## config.mk

```make
export PLATFORM = sky130hd
export DESIGN_NAME = baud_tick_ctrl
export DESIGN_NICKNAME = d
export VERILOG_FILES = /design/src/rtl/baud_pkg.sv /design/src/rtl/baud_counter.sv /design/src/rtl/baud_tick_ctrl.sv
export SDC_FILE = /design/constraint.sdc
export NUM_CORES = 1
export LEC_CHECK = 0
export ABC_AREA = 1
export CAP_MARGIN = 20
export CORE_ASPECT_RATIO = 1.2
export CORE_UTILIZATION = 52
export CTS_CLUSTER_DIAMETER = 120
export DETAILED_ROUTE_END_ITERATION = 8
export GPL_TIMING_DRIVEN = 0
export MAX_ROUTING_LAYER = met4
export PLACE_DENSITY = 0.8
export SLEW_MARGIN = 40
export SYNTH_ARGS = -nofsm -noshare
export SYNTH_HDL_FRONTEND = slang
export SYNTH_SLANG_ARGS = --single-unit
```

## constraint.sdc

```tcl
create_clock -name input_clk -period 3.5 [get_ports input_clk]
set_input_delay 1.05 -clock input_clk [delete_from_list [all_inputs] [get_ports input_clk]]
set_output_delay 1.05 -clock input_clk [all_outputs]
set_load 0.005 [all_outputs]
```

## src/rtl/baud_pkg.sv

```systemverilog
// Shared defaults and FSM encoding for the baud tick controller and its counter.
package baud_pkg;

  localparam int DEF_DIV_W     = 16;
  localparam int DEF_OS_RATIO  = 16;
  localparam int DEF_RESET_DIV = 10;

  typedef enum logic {
    IDLE = 1'b0,
    RUN  = 1'b1
  } state_t;

endpackage

```

## src/rtl/baud_counter.sv

```systemverilog
// Clearable, wrapping oversample counter; o_tc marks the last count of each
// oversample period for the divisor currently applied.
module baud_counter
  import baud_pkg::*;
#(
  parameter int DIV_W = DEF_DIV_W
) (
  input  logic             i_clk,
  input  logic             i_rst,
  input  logic             i_clr,
  input  logic             i_en,
  input  logic [DIV_W-1:0] i_div,
  output logic [DIV_W-1:0] o_count,
  output logic             o_tc
);

  logic [DIV_W-1:0] r_count;
  logic [DIV_W-1:0] w_last;

  // A zero divisor behaves as one: the counter sits at 0 and strobes every cycle.
  assign w_last  = (i_div == '0) ? '0 : (i_div - DIV_W'(1));
  assign o_tc    = (r_count == w_last);
  assign o_count = r_count;

  always_ff @(posedge i_clk or posedge i_rst) begin
    if (i_rst) begin
      r_count <= '0;
    end else if (i_clr) begin
      r_count <= '0;
    end else if (i_en) begin
      r_count <= o_tc ? '0 : (r_count + DIV_W'(1));
    end
  end

endmodule

```

## src/rtl/baud_tick_ctrl.sv

```systemverilog
// Baud tick controller: oversample and bit-period strobes from a runtime divisor,
// with a bit-aligned divisor handover and a phase re-align input for RX start bits.
module baud_tick_ctrl
  import baud_pkg::*;
#(
  parameter int  DIV_W     = DEF_DIV_W,
  parameter int  OS_RATIO  = DEF_OS_RATIO,
  parameter int  RESET_DIV = DEF_RESET_DIV,
  localparam int PH_W      = (OS_RATIO > 1) ? $clog2(OS_RATIO) : 1
) (
  input  logic             input_clk,
  input  logic             reset,
  input  logic             enable,
  input  logic             sync_clr,
  input  logic [DIV_W-1:0] cfg_div,
  input  logic             cfg_valid,
  output logic             cfg_ready,
  output logic             os_tick,
  output logic             bit_tick,
  output logic [PH_W-1:0]  phase,
  output logic [DIV_W-1:0] div_active,
  output logic             o_dbg_state,
  output logic [DIV_W-1:0] o_dbg_count
);

  state_t           r_state;
  state_t           w_state_next;
  logic             r_pending;
  logic [DIV_W-1:0] r_pend_div;
  logic [DIV_W-1:0] r_div_active;
  logic [PH_W-1:0]  r_phase;

  logic             w_run;
  logic             w_hold;
  logic             w_apply;
  logic             w_tc;
  logic             w_os_tick;
  logic             w_bit_tick;
  logic             w_cfg_fire;
  logic [DIV_W-1:0] w_count;

  assign w_run      = (r_state == RUN);
  assign w_os_tick  = w_run && w_tc;
  assign w_bit_tick = w_os_tick && (r_phase == PH_W'(OS_RATIO - 1));

  // Config handshake: a divisor transfers on any edge where cfg_valid and cfg_ready
  // are both high; cfg_ready is low exactly while a captured divisor awaits handover.
  assign w_cfg_fire = cfg_valid && !r_pending;

  always_ff @(posedge input_clk or posedge reset) begin
    if (reset) begin
      r_state <= IDLE;
    end else begin
      r_state <= w_state_next;
    end
  end

  // Dropping enable wins over sync_clr and bit_tick, so a pending divisor then
  // waits for the first IDLE edge instead of the bit boundary.
  always_comb begin
    w_state_next = r_state;
    w_hold       = 1'b1;
    w_apply      = 1'b0;
    case (r_state)
      IDLE: begin
        if (enable) begin
          w_state_next = RUN;
        end
        w_apply = r_pending;
      end
      RUN: begin
        if (!enable) begin
          w_state_next = IDLE;
        end else begin
          w_hold  = sync_clr;
          w_apply = r_pending && (sync_clr || w_bit_tick);
        end
      end
      default: begin
        w_state_next = IDLE;
      end
    endcase
  end

  baud_counter #(
    .DIV_W (DIV_W)
  ) u_counter (
    .i_clk   (input_clk),
    .i_rst   (reset),
    .i_clr   (w_hold),
    .i_en    (w_run),
    .i_div   (r_div_active),
    .o_count (w_count),
    .o_tc    (w_tc)
  );

  always_ff @(posedge input_clk or posedge reset) begin
    if (reset) begin
      r_phase <= '0;
    end else if (w_hold) begin
      r_phase <= '0;
    end else if (w_os_tick) begin
      r_phase <= r_phase + PH_W'(1);
    end
  end

  always_ff @(posedge input_clk or posedge reset) begin
    if (reset) begin
      r_pending  <= 1'b0;
      r_pend_div <= '0;
    end else if (w_cfg_fire) begin
      r_pending  <= 1'b1;
      r_pend_div <= cfg_div;
    end else if (w_apply) begin
      r_pending  <= 1'b0;
    end
  end

  always_ff @(posedge input_clk or posedge reset) begin
    if (reset) begin
      r_div_active <= DIV_W'(RESET_DIV);
    end else if (w_apply) begin
      r_div_active <= r_pend_div;
    end
  end

  assign cfg_ready   = !r_pending;
  assign os_tick     = w_os_tick;
  assign bit_tick    = w_bit_tick;
  assign phase       = r_phase;
  assign div_active  = r_div_active;
  assign o_dbg_state = w_run;
  assign o_dbg_count = w_count;

endmodule

```

==> results.sh, run 1 <==
export IMPL_avgRoutedWirePerCell_um=13.6
export IMPL_ant_nets=0
export IMPL_tightest_slew_ps=505
export IMPL_die_w_um=73.0
export IMPL_worstPathArrival_ps=2610
export IMPL_power_density_nw_per_um2=526
export IMPL_fin_crit_sh_pct=105
export IMPL_synth_area_leaders="dfrtp_1 (41%), nand2_1 (13%), nand3_1 (7.5%), nor2_1 (6.2%), mux2_2 (5.7%)"
export IMPL_dp_hpwl_um=5510
export IMPL_cts_max_level=2
export IMPL_drv_slew=0
export IMPL_ys_flop_type="dfrtp_1"
export IMPL_fin_ws_ps=-160
export IMPL_fin_nets=536
export IMPL_cts_tree="done"
export IMPL_cp_max_fo=7
export IMPL_rrSetupSlack_ps=810
export IMPL_max_freq_ghz=0.273
export IMPL_rsz0062_at_grt="true"
export IMPL_rr_startpoint="div_active[8]$_DFFE_PP0P_"
export IMPL_area_growth_pct=40.7
export IMPL_hold_depth=2
export IMPL_grt_overflow=0
export IMPL_routed_via_count=3083
export IMPL_boundaryPins=61
export IMPL_hp_start="r_pend_div[0]$_DFFE_PP0P_"
export IMPL_cts_sinks=54
export IMPL_syn_area_per_cell_um2=7.70
export IMPL_p_switching_w=0.000915
export IMPL_clock_path_buffers=2
export IMPL_track_usage_pct=24.7
export IMPL_seq_power_share_pct=37.2
export IMPL_r2r_cells=17
export IMPL_die_area_um2=6370
export IMPL_grt_pass1_wl_um=11900
export IMPL_globalplace_congestion=0.898
export IMPL_swShare_pct=39.3
export IMPL_hp_class="register to register"
export IMPL_p_leak_nw=2.00
export IMPL_outcome="complete, but fails checks"
export IMPL_ys_seq_area_share_pct=43.0
export IMPL_synth_largest_area_cell="dfrtp_1"
export IMPL_route_detailed_drc=0
export IMPL_synth_nets=433
export IMPL_postRouteWirelength_um=8090
export IMPL_hold_slack_ps=510
export IMPL_grt_pass1_vias=2664
export IMPL_p_comb_share_pct=47.4
export IMPL_portBuffers=60
export IMPL_skew_ps=6.30
export IMPL_hold_path_end="div_active[0]$_DFFE_PP0P_"
export IMPL_synth_top_area_share_pct=41.3
export IMPL_yosys_warnings=0
export IMPL_cap_violations=0
export IMPL_ir_worst_vdd_mv=0.330
export IMPL_netlist_area_um2=3150
export IMPL_fin_crit_ps=3660
export IMPL_max_slew_margin_pct=66.3
export IMPL_rows=30
export IMPL_ys_top_cells_by_count="nand2_1 (113), dfrtp_1 (52), nor2_1 (52), nand3_1 (47), inv_1 (45)"
export IMPL_crit_type="register to output port"
export IMPL_async_flop_share_pct=100
export IMPL_num_antenna_cells=0
export IMPL_drive_above_1_share_pct=26.7
export IMPL_endpoint_kind="output port"
export IMPL_finalSetupViolCount=2
export IMPL_initial_core_util_pct=54.8
export IMPL_avgViaCountPerCell=5.20
export IMPL_p_int_w=0.00142
export IMPL_grt_max_degree=36
export IMPL_yosysUniqueCellTypes=30
export IMPL_clkPwrFrac_pct=15.4
export IMPL_clock_latency_ps=310
export IMPL_worstReg2RegEnd="u_counter.o_count[0]$_DFFE_PP0P_"
export IMPL_synth_cells=409
export IMPL_ys_ff_latch=54
export IMPL_power_w=0.00233
export IMPL_core_um2=5740
export IMPL_root_buffer="clkbuf_8"
export IMPL_synth_edf_count=0
export IMPL_drtIter0Drc=170
export IMPL_yosysMostFrequentCell="nand2_1"
export IMPL_hold_violations=0
export IMPL_critPathSlowestCell="dfrtp_2"
export IMPL_critical_path_max_stage_delay_ps=460
export IMPL_clk_pin_slew_ps=100
export IMPL_cp_start_kind="register"
export IMPL_violations="setup timing"
export IMPL_path_cells="nor2_2 -> nand2_1 -> nor2_4 -> nand2_4 -> buf_6 -> buf_4 -> nand3_2 -> nand2_1 -> nor3_2 -> nand4_1 -> nor2_1 -> nand2_2 -> nor2_2 -> nand3_1 -> nor2_1 -> buf_2"
export IMPL_die_h_um=87.2
export IMPL_antenna_found_initial=0
export IMPL_worstPathRequired_ps=2450
export IMPL_cts_inserted_buffers=5
export IMPL_drt_first_pass_iters=5
[critical path, delay by kind of cell (launching register included)]
family / cells / cell delay (ps)
and+or+nand+nor: 13 / 1460
buffers and inverters: 3 / 380
DFF: 1 / 460
[power by group through the flow]
stage / clock [W] / combinational [W] / sequential [W]
after floorplan: 0 / 0.000512 / 0.000832
after global placement: 0 / 0.000750 / 0.000851
after detailed placement: 0 / 0.000773 / 0.000854
after CTS: 0.000366 / 0.000863 / 0.000850
after global routing: 0.000389 / 0.00120 / 0.000880
final: 0.000358 / 0.00110 / 0.000868
[worst max path at each step]
stage,startpoint,end,slack (ps)
2_1_floorplan,div_active[1]$_DFFE_PP1P_,bit_tick,260
3_3_place_gp,div_active[1]$_DFFE_PP1P_,bit_tick,-450
3_5_place_dp,div_active[1]$_DFFE_PP1P_,bit_tick,-440
4_1_cts,div_active[1]$_DFFE_PP1P_,bit_tick,-180
5_1_grt,div_active[8]$_DFFE_PP0P_,bit_tick,-330
6_report,div_active[8]$_DFFE_PP0P_,bit_tick,-160
[flip-flops by register name (all words and copies together) (netlist names)]
register	flops
div_active	16
r_pend_div	16
u_counter.o_count	16
phase	4
o_dbg_state	1
r_pending	1
[area by class of cell]
class / count / area [µm²]
Multi-Input combinational cell: 300 / 1730
Timing Repair Buffer: 96 / 885
Clock inverter: 3 / 22.5
Inverter: 45 / 174
Buffer: 10 / 77.6
Fill cell: 414 / 1310
Clock buffer: 5 / 68.8
Sequential cell: 54 / 1370
Tap cell: 80 / 100
[kinds of logic after synthesis]
family	synth area share (%)
AOI/OAI and AO/OA	2.23
xor gates and xnor gates	3.62
adders and majority gates	1.19
buffers and inverters	7.83
DFF	43.0
muxes	5.72
and+or+nand+nor	36.4
[repair_timing]
action / CTS / global route
endpoints found under the setup margin: 2 / 2
buffers inserted: 14 / 20
gates cloned: 1 / 0
resized for setup: 25 / 49
pin swaps: 12 / 27
endpoints found under the hold margin: 0 / 0
hold buffers: 0 / 0
[metrics by stage]
step	util, %	instance area [µm²]	setup TNS, ps	std cells	setup slack, ps
6_report	77.1	4430	-298	593	-160
5_1_grt	77.1	4430	-623	593	-334
3_5_place_dp	67.4	3870	-732	550	-442
3_3_place_gp	67.0	3850	-752	549	-452
2_1_floorplan	-	3150	0	409	263
4_1_cts	71.8	4120	-314	573	-179
[layout by cell type (no fill, tap or decap), types with 2 or more instances in the layout]
cell type and n:
xor2_1 11, mux2_2 16, nor3_2 2, inv_1 41, buf_6 6, inv_6 2, nand3_1 43, nand2_1 97
o21bai_1 2, nand3_2 5, nor2_4 9, nor3b_2 2, inv_4 2, nand2_4 4, clkbuf_8 5, buf_4 35
buf_2 3, clkdlybuf4s50_1 58, clkbuf_1 2, dfrtp_1 41, dfrtp_2 11, o21ai_0 9, nand2_2 18, dfstp_2 2
nand4_1 12, nor2_1 40, nor2_2 6, inv_2 2, ha_1 2, nor3_1 11
[layer usage]
| metal | vias up | part of all wire, % | global-route usage (%) |
|---|---|---|---|
| met1 | 1457 | 41 | 29.5 |
| met3 | 11 | 4.4 | 3.13 |
| met2 | 95 | 54 | 42.8 |
| li1 | 1520 | - | - |
| met4 | 0 | 1.0 | 8.38 |
| met5 | - | 0 | - |
No activity file was read; power rests on OpenSTA's default activity.
==> run 2, diff against run 1 <==
Settings changed: CORE_UTILIZATION 52 to 53, SYNTH_HIERARCHICAL set to 1.
==> run 2 against run 1 <==
The run still ends with setup timing left. Final cell count increased by 8.8%. Critical endpoint unchanged. Clock power increased by 16%. Die area increased by 8.3%. Via count increased by 10%. Setup slack got worse by 12 ps. Routed wire length increased by 7.4%. Critical path depth increased by 1. Flip-flop and latch count unchanged. Clock-buffer cell count increased by 1. Sequential share of layout area decreased by 1.6 points. Final area increased by 5.2%.
==> results.sh, run 2 <==
export IMPL_outcome="complete, but fails checks"
export IMPL_violations="setup timing"
export IMPL_core_um2=6410
export IMPL_max_freq_ghz=0.272
export IMPL_fillers=529
export IMPL_drtIter0Drc=159
export IMPL_num_antenna_cells=0
export IMPL_finalSetupViolCount=2
export IMPL_cap_violations=0
export IMPL_portBuffers=60
export IMPL_p_leak_nw=2.20
export IMPL_die_area_um2=6900
export IMPL_die_w_um=76.0
export IMPL_synth_cells=460
export IMPL_path_cells="inv_2 -> ha_4 -> nand2_4 -> nor2_4 -> nand2_4 -> buf_6 -> nand4_1 -> nand2_2 -> nand2_2 -> nor2_4 -> nand3_4 -> buf_12 -> nor2_4 -> buf_6 -> nand3_4 -> nor2_2 -> buf_2"
export IMPL_area_growth_pct=33.9
export IMPL_fin_nets=583
export IMPL_fin_crit_sh_pct=105
export IMPL_ant_nets=0
export IMPL_track_usage_pct=26.9
export IMPL_worstReg2RegEnd="div_active[11]$_DFFE_PP0P_"
export IMPL_rsz0062_at_grt="true"
export IMPL_async_flop_share_pct=100
export IMPL_cts_inserted_buffers=5
export IMPL_postRouteWirelength_um=8690
export IMPL_die_h_um=90.8
export IMPL_place_area_um2=4190
export IMPL_route_detailed_drc=0
export IMPL_synth_top_area_share_pct=37.4
export IMPL_synth_nets=484
export IMPL_antenna_found_initial=0
export IMPL_clock_latency_ps=300
export IMPL_synth_edf_count=0
export IMPL_rows=32
export IMPL_worstPathArrival_ps=2620
export IMPL_ys_seq_area_share_pct=38.9
export IMPL_rr_startpoint="div_active[1]$_DFFE_PP1P_"
export IMPL_hold_depth=2
export IMPL_path_buf_inv=5
export IMPL_ys_top_cells_by_count="nand2_1 (165), nand3_1 (56), dfrtp_1 (52), inv_1 (45), nor2_1 (35)"
export IMPL_endpoint_kind="output port"
export IMPL_critical_path_max_stage_delay_ps=550
export IMPL_grt_pass1_vias=3325
export IMPL_yosysMostFrequentCell="nand2_1"
export IMPL_clock_path_buffers=2
export IMPL_r2r_cells=21
export IMPL_clk_pin_slew_ps=90
export IMPL_routed_via_count=3390
export IMPL_initial_core_util_pct=54.3
export IMPL_finalNonFillerCells=645
export IMPL_layout_common_cells="nand2_1 (155), clkdlybuf4s50_1 (58), nand3_1 (54)"
export IMPL_critical_path_top_delay_family="simple AND/OR/NAND/NOR gates"
export IMPL_grt_overflow=0
export IMPL_synth_area_leaders="dfrtp_1 (37%), nand2_1 (18%), nand3_1 (8.1%), mux2_2 (5.5%), inv_1 (4.9%)"
export IMPL_hp_class="register to register"
export IMPL_boundaryPins=61
export IMPL_multi_input_area_um2=1970
export IMPL_mostFrequentLayoutCell="nand2_1"
export IMPL_dp_cells=605
export IMPL_avgViaCountPerCell=5.26
export IMPL_crit_type="register to output port"
export IMPL_fin_ws_ps=-172
export IMPL_critPathSlowestCell="dfstp_2"
export IMPL_cp_start_kind="register"
export IMPL_hold_violations=0
export IMPL_syn_area_per_cell_um2=7.57
export IMPL_drv_slew=0
export IMPL_power_w=0.00267
export IMPL_cts_tree="done"
export IMPL_tightest_slew_ps=635
export IMPL_hold_path_end="div_active[8]$_DFFE_PP0P_"
export IMPL_grt_pass1_wl_um=14600
export IMPL_skew_ps=6.75
export IMPL_power_density_nw_per_um2=574
export IMPL_cts_sinks=54
export IMPL_yosysUniqueCellTypes=33
export IMPL_cp_max_fo=6
export IMPL_netlist_area_um2=3480
export IMPL_avgRoutedWirePerCell_um=13.5
export IMPL_drive_above_1_share_pct=24.1
export IMPL_globalplace_congestion=0.941
export IMPL_ys_flop_type="dfrtp_1"
export IMPL_postCtsHoldBufs=0
export IMPL_worstPathRequired_ps=2450
export IMPL_cpMostUsedCell="nor2_4"
export IMPL_stdcell_area_um2=4660
export IMPL_ir_worst_vdd_mv=0.412
export IMPL_max_slew_margin_pct=57.5
export IMPL_seqCellArea_um2=1360
export IMPL_drt_first_pass_iters=4
export IMPL_cts_max_level=2
export IMPL_hp_start="r_pend_div[8]$_DFFE_PP0P_"
export IMPL_dp_hpwl_um=6150
export IMPL_root_buffer="clkbuf_8"
export IMPL_synth_largest_area_cell="dfrtp_1"
export IMPL_ys_ff_latch=54
export IMPL_rrSetupSlack_ps=420
export IMPL_yosys_warnings=6
export IMPL_fin_crit_ps=3670
export IMPL_grt_max_degree=39
==> run 2: worst reg2reg max path: stages (launching register included) <==
cell and delay, ps:
dfstp_2 550, inv_2 50, ha_4 170, nand2_4 90, nor2_4 40, nand2_4 80
buf_6 130, nand4_1 130, nand2_2 130, nand2_2 70, nor2_4 120, nand3_4 110
buf_12 150, nor2_4 140, buf_6 120, nand3_4 60, buf_4 160, o21bai_4 270
nand2_4 130, buf_6 170, nand2_1 60, nand2_1 40
==> run 2: worst max path at each step <==
stage                                         start       end  slack (ps)  depth (start not counted)
after floorplan           div_active[1]$_DFFE_PP1P_  bit_tick          60                         17
after global placement    div_active[0]$_DFFE_PP0P_  bit_tick        -780                         18
after detailed placement  div_active[0]$_DFFE_PP0P_  bit_tick        -850                         17
after CTS                 div_active[1]$_DFFE_PP1P_  bit_tick        -220                         19
after global routing      div_active[1]$_DFFE_PP1P_  bit_tick        -330                         17
final                     div_active[1]$_DFFE_PP1P_  bit_tick        -170                         17
==> run 2: cell type report <==
type                       instances  share of cell area [%]
sequential                        54                    29.2
clock buffer                       6                    1.56
buffer                            10                    1.93
timing repair buffer              93                    18.2
inverter                          45                    3.65
tap                               85                    2.28
multi-input combinational        350                    42.3
clock inverter                     2                   0.806
==> run 2: through the flow <==
step	hold slack [ps]	util (%)	setup TNS [ps]	setup WS, ps
after detailed placement	487	65.4	-1580	-854
after CTS	509	70.7	-430	-216
after floorplan	470	-	0	55.7
after global placement	483	65.4	-1420	-780
after global routing	540	72.7	-594	-327
final	508	72.7	-297	-172
==> run 2: layer usage <==
layer / vias to the layer above / global-route usage (%) / part of all wire (%)
li1: 1681 / - / -
met1: 1590 / 29.1 / 39
met3: 25 / 3.43 / 3.8
met5: - / - / 0
met2: 94 / 48.0 / 54
met4: 0 / 13.8 / 2.7
==> run 2: what timing repair did <==
| item | 4_1_cts | 5_1_grt |
|---|---|---|
| cloned | 1 | 0 |
| resized for setup | 36 | 23 |
| buffers inserted | 20 | 13 |
| endpoints found under the hold margin | 0 | 0 |
| pin swaps | 10 | 19 |
| endpoints found under the setup margin | 11 | 2 |
==> run 2: power breakdown <==
part           internal [W]  total (W)  leakage, nW  switching (W)
registers          0.000779   0.000932        0.674       0.000152
logic              0.000636    0.00132         1.47       0.000688
clock network      0.000214   0.000417       0.0514       0.000203
total               0.00163    0.00267         2.20        0.00104
==> run 2: kinds of logic (layout without fill, tap and decap cells) <==
kind of cell	Yosys count	in the layout	share of synthesized area, %
AO/OA/AOI/OAI	32	32	7.51
XOR/XNOR	3	3	0.755
adder cells (fa/ha/maj)	3	3	1.08
buffers and inverters	56	156	7.51
flip-flops	54	54	38.9
multiplexers	17	17	5.50
AND/OR/NAND/NOR	295	295	38.7
